<file path="src/rtl/div_sequencer_pkg.sv">
// div_sequencer_pkg: divide opcodes, FSM state encoding and special-case constants for div_sequencer.
package div_sequencer_pkg;
  localparam logic [4:0] OP_DIV  = 5'h0c;
  localparam logic [4:0] OP_DIVU = 5'h0d;
  localparam logic [4:0] OP_REM  = 5'h0e;
  localparam logic [4:0] OP_REMU = 5'h0f;
  localparam logic [31:0] DIV_OVF_DIVIDEND  = 32'h8000_0000;
  localparam logic [31:0] DIV_ZERO_QUOTIENT = 32'hffff_ffff;
  typedef enum logic [1:0] {IDLE = 2'd0, CALC = 2'd1, FIX = 2'd2, DONE = 2'd3} state_t;
  function automatic logic is_div_op(input logic [4:0] op);
    return op == OP_DIV || op == OP_DIVU || op == OP_REM || op == OP_REMU;
  endfunction
  function automatic logic is_signed_op(input logic [4:0] op);
    return op == OP_DIV || op == OP_REM;
  endfunction
endpackage

</file>
<file path="src/rtl/div_sequencer_div_step.sv">
// div_sequencer_div_step: one combinational restoring-division step (shift in, trial subtract, quotient bit).
module div_sequencer_div_step #(
  parameter int W = 32
) (
  input  logic [W:0]   rem_in,
  input  logic         dividend_bit,
  input  logic [W-1:0] divisor,
  output logic [W:0]   rem_out,
  output logic         q_bit
);
  logic [W:0] diff;
  logic       borrow;
  // one extra bit on top of the W+1 remainder makes the borrow explicit
  assign {borrow, diff} = {rem_in, dividend_bit} - {2'b00, divisor};
  assign q_bit = ~borrow;
  assign rem_out = borrow ? {rem_in[W-1:0], dividend_bit} : diff;
endmodule

</file>
<file path="src/rtl/div_sequencer.sv">
// div_sequencer: iterative restoring DIV/DIVU/REM/REMU sequencer with BUSY stall and one-cycle VALID.
// Define DIV_EARLY_TERM_EN to finish in one edge when |dividend| < |divisor|.
module div_sequencer
  import div_sequencer_pkg::*;
#(
  parameter int XLEN  = 32,
  parameter int STEPS = 1
) (
  input  logic            clk,
  input  logic            reset,
  input  logic            start,
  input  logic [4:0]      opcode,
  input  logic [XLEN-1:0] data1,
  input  logic [XLEN-1:0] data2,
  input  logic            flush,
  output logic            busy,
  output logic            valid,
  output logic [XLEN-1:0] result
);
  localparam int CW = $clog2(XLEN);
  localparam logic [XLEN-1:0] OVF = XLEN'(DIV_OVF_DIVIDEND);
  state_t state, state_n;
  logic [XLEN:0] rem;
  logic [XLEN-1:0] quo, dsr, mag1, mag2;
  logic [CW-1:0] cnt;
  logic is_rem, neg_q, neg_r, fast;
  logic sgn, s1, s2, div0, ovf, early, fast_c, accept;
  logic [XLEN:0] r_ch [STEPS+1];
  logic [XLEN-1:0] q_ch [STEPS+1];
  logic [STEPS-1:0] qb;
  assign sgn = is_signed_op(opcode);
  assign s1 = sgn & data1[XLEN-1];
  assign s2 = sgn & data2[XLEN-1];
  assign mag1 = s1 ? -data1 : data1;
  assign mag2 = s2 ? -data2 : data2;
  assign div0 = data2 == '0;
  assign ovf = sgn && data1 == OVF && data2 == '1;
`ifdef DIV_EARLY_TERM_EN
  assign early = !div0 && mag1 < mag2;
`else
  assign early = 1'b0;
`endif
  // short-path operations resolve their final quotient/remainder at acceptance
  assign fast_c = div0 | ovf | early;
  assign accept = (state == IDLE || state == DONE) && start && is_div_op(opcode) && !flush;
  always_comb begin
    state_n = flush ? IDLE :
              accept ? (fast_c ? FIX : CALC) :
              state == CALC ? (cnt == CW'(XLEN - STEPS) ? FIX : CALC) :
              state == FIX ? DONE : IDLE;
  end
  always_ff @(posedge clk or posedge reset) begin
    if (reset) state <= IDLE;
    else state <= state_n;
  end
  assign r_ch[0] = rem;
  assign q_ch[0] = quo;
  for (genvar i = 0; i < STEPS; i++) begin : g_step
    div_sequencer_div_step #(.W(XLEN)) u_step (
      .rem_in       (r_ch[i]),
      .dividend_bit (q_ch[i][XLEN-1]),
      .divisor      (dsr),
      .rem_out      (r_ch[i+1]),
      .q_bit        (qb[i])
    );
    assign q_ch[i+1] = {q_ch[i][XLEN-2:0], qb[i]};
  end
  always_ff @(posedge clk or posedge reset) begin
    if (reset) begin
      rem <= '0;
      quo <= '0;
      dsr <= '0;
      cnt <= '0;
      is_rem <= 1'b0;
      neg_q <= 1'b0;
      neg_r <= 1'b0;
      fast <= 1'b0;
      result <= '0;
    end else if (accept) begin
      is_rem <= opcode == OP_REM || opcode == OP_REMU;
      neg_q <= !fast_c && (s1 ^ s2);
      neg_r <= !fast_c && s1;
      fast <= fast_c;
      dsr <= mag2;
      cnt <= '0;
      quo <= div0 ? XLEN'(DIV_ZERO_QUOTIENT) : ovf ? OVF : early ? '0 : mag1;
      rem <= (div0 || early) ? {1'b0, data1} : '0;
    end else if (state == CALC && !flush) begin
      rem <= r_ch[STEPS];
      quo <= q_ch[STEPS];
      cnt <= cnt + CW'(STEPS);
    end else if (state == FIX && !flush) begin
      result <= is_rem ? (neg_r ? -rem[XLEN-1:0] : rem[XLEN-1:0]) : (neg_q ? -quo : quo);
    end
  end
  assign busy = state == CALC || (state == FIX && !fast);
  assign valid = state == DONE && !flush;
endmodule

</file>
<file path="config.mk">
export PLATFORM = sky130hd
export DESIGN_NAME = div_sequencer
export DESIGN_NICKNAME = d
export VERILOG_FILES = /design/src/rtl/div_sequencer_pkg.sv /design/src/rtl/div_sequencer_div_step.sv /design/src/rtl/div_sequencer.sv
export SDC_FILE = /design/constraint.sdc
export NUM_CORES = 1
export LEC_CHECK = 0
export BUFFER_PORTS_ARGS = -buffer_cell sky130_fd_sc_hd__buf_4
export CAP_MARGIN = 5
export CORE_UTILIZATION = 35
export DETAILED_ROUTE_END_ITERATION = 10
export PLACE_DENSITY_LB_ADDON = 0.3
export SYNTH_ARGS = -nofsm -noshare
export SYNTH_HDL_FRONTEND = slang
export SYNTH_SLANG_ARGS = --single-unit
</file>
<file path="constraint.sdc">
create_clock -name clk -period 4.4 [get_ports clk]
set_input_delay 0.44 -clock clk [delete_from_list [all_inputs] [get_ports clk]]
set_output_delay 0.44 -clock clk [all_outputs]
set_load 0.02 [all_outputs]
</file>
==> out/metrics.csv <==
metric,value,unit
status,"complete, no violations",
ys_ff_latch,140,
overflow,0,
finalCritPeriodShare,0.8342,
hold_path.class,in -> async,
critical_path.startpoint,rem[15],
yosys-top-cells-count,"205 x nand2_1, 179 x o21ai_0, 140 x dfrtp_1, 106 x a21oi_1, 88 x nor2_1",
hold_buffers,0,
skew,11.41,ps
worst-path-buf-inv,1,
vias_per_cell,5.363,
crit_path_start_kind,flop,
synth-edff-count,0,
hold_viol,0,
required,4720,ps
ys_types,61,
synth-seq-area-share,0.3270,
avgSynthCellArea,7.849,um^2
rows,63,
portBuffers,106,
initial_core_util,0.3586,
grt_pass1_wl,50790,um
powerDensity,577.1,mW/mm^2
htree_levels,4,
drt_iter0_markers,777,
slew_violations,0,
numCtsBuffers,17,
fill_cells,3045,
antenna_found_initial,0,
stdcell_area,0.01245,mm^2
placed_area,0.01187,mm^2
clock_latency,440,ps
cap_viol_max_count,0,
final_cell_count_no_fill,1833,
irDropWorstVdd,0.3621,mV
place_congestion,0.9195,
synthCells,1365,
die_area,0.03131,mm^2
n_antenna_cell,0,
drc,0,
firstDrtPassIters,5,
post-synth-top-count-cell,nand2_1,
num_vias,9831,
dp.cells,1802,
wl,31380,um
wl_per_cell,17.12,um
setup_tns,0,ps
drive_gt1_frac,0.1234,
r2r-start,rem[15],
relSlewSlack,0.2848,
critPathMaxStageDelay,490,ps
clkTransAtPathRegs,60,ps
synthFlopType,dfrtp_1,
worst_pin_slew,1073,ps
cp-end-kind,flop,
fp.dieH,177.0,um
layout.nets,1547,
ant_nets,0,
syn_nets,1481,
crit_fanout,59,
p_leak,5.299,nW
synth_async_sr_flop_share,1.000,
syn-cell-area,0.01071,mm^2
period_minus_slack,3671,ps
grt_max_degree,77,
cts_buffer_depth,2,
ys_warn_count,0,
synth_area_leaders,"dfrtp_1 33%, o21ai_0 8.4%, nand2_1 7.2%",
crit_type,reg -> reg,
clk_root_buffer_cell,clkbuf_16,
post-synth-top-area-cell,dfrtp_1,
path_cells,ha_1 > nand2_1 > or3_1 > a2111oi_0 > nor3b_1 > o21a_1 > o211ai_1 > buf_12 > nor2_1 > a211oi_1 > nor3_1 > a31o_2,
ctsResizeCount,0,
finalHoldWorstSlack,119.1,ps
grt_pass1_vias,9191,
track_usage,0.2062,
cts_setup_buffers,0,
die_w,177.0,um
setup_viol,0,
tritoncts,built,
rsz0062_at_grt,no,
critPathSlowestCell,a2111oi_0,
clock-sinks,140,
max_freq,272.4,MHz
ioPinCount,107,
coreArea,0.02987,mm^2
synth.top_cell.area_share,0.3270,
area_growth,16.17,%
crit_family,compound AO/OA/AOI/OAI gates,
dp_hpwl,24200,um
cp.arrival,3990,ps
-- worst register-to-register path, delay by kind of cell (launching register included) --
family                     cells  cell delay [ps]
AOI/OAI and AO/OA              5             1380
and+or+nand+nor                5              960
DFF                            1              480
adders and majority gates      1              460
buffers and inverters          1              300
-- state kept, by name, indices dropped and copies added, names as in the netlist --
register,cells
rem,33
dsr,32
quo,32
result,32
cnt,5
state,2
fast,1
is_rem,1
neg_q,1
neg_r,1
-- per-layer routing --
metal  global-route usage  vias to the layer above  routed length, um
met1               0.2964                     4527              15350
met3              0.02513                       44               1449
met4              0.07615                        0                807
met5                    0                        -                  0
li1                     -                     4969                  -
met2               0.3141                      291              13770
-- final cells by class --
| cell class | count | area [um^2] | share of cell area |
|---|---|---|---|
| clock buffers | 18 | 429.2 | 0.03448 |
| clock inverters | 13 | 146.4 | 0.01176 |
| inverters | 51 | 196.4 | 0.01578 |
| multi-input cells | 1098 | 6746 | 0.5420 |
| flip-flops and latches | 140 | 3505 | 0.2816 |
| well taps | 390 | 488.0 | 0.03920 |
| repair buffers | 123 | 935.9 | 0.07519 |
-- where the power goes --
part | internal (mW) | switching, mW | total, mW
Combinational | 1.57 | 2.09 | 3.66
Clock | 0.833 | 0.589 | 1.42
Sequential | 1.58 | 0.511 | 2.10
-- logic make-up (layout without fill, tap and decap cells) --
family | count (synthesis) | after routing | synth area share
adders and majority gates | 43 | 43 | 0.05092
and+or+nand+nor | 455 | 455 | 0.1998
buffers and inverters | 127 | 205 | 0.04543
muxes | 11 | 11 | 0.01028
xor gates and xnor gates | 150 | 150 | 0.1226
DFF | 140 | 140 | 0.3270
AOI/OAI and AO/OA | 439 | 439 | 0.2440
-- cell usage in the layout (no fill, tap or decap), types with 16 or more instances in the layout --
master       n
inv_1       50
a22oi_1     17
nor3_1      24
clkbuf_16   17
dfrtp_1    139
nand2b_1    16
o31ai_1     21
or3_1       19
nand2_1    205
a21oi_1    106
xnor2_1     77
o21ai_0    179
a31oi_1     21
ha_1        42
xor2_1      73
buf_4      122
nor2_1      88
-- worst paths after layout --
path                              end  slack (ps)  cells after the start
setup / recovery              rem[15]         730                     12
hold / removal             result[12]         120                      2
setup reg to reg              rem[15]         730                     12
hold reg to reg                dsr[6]         480                      2
max in group asynchronous     dsr[30]        3320                      3
min in group clk               is_rem         190                      3
-- through the flow --
stage	worst slack [ps]	util	power [mW]
floorplan	207.1	-	4.763
global placement	646.8	0.3974	5.668
detailed placement	663.0	0.3974	5.729
CTS	705.2	0.4166	7.171
global route	472.2	0.4166	7.773
finish	729.4	0.4166	7.183
Power figures use the tool's default switching activity.
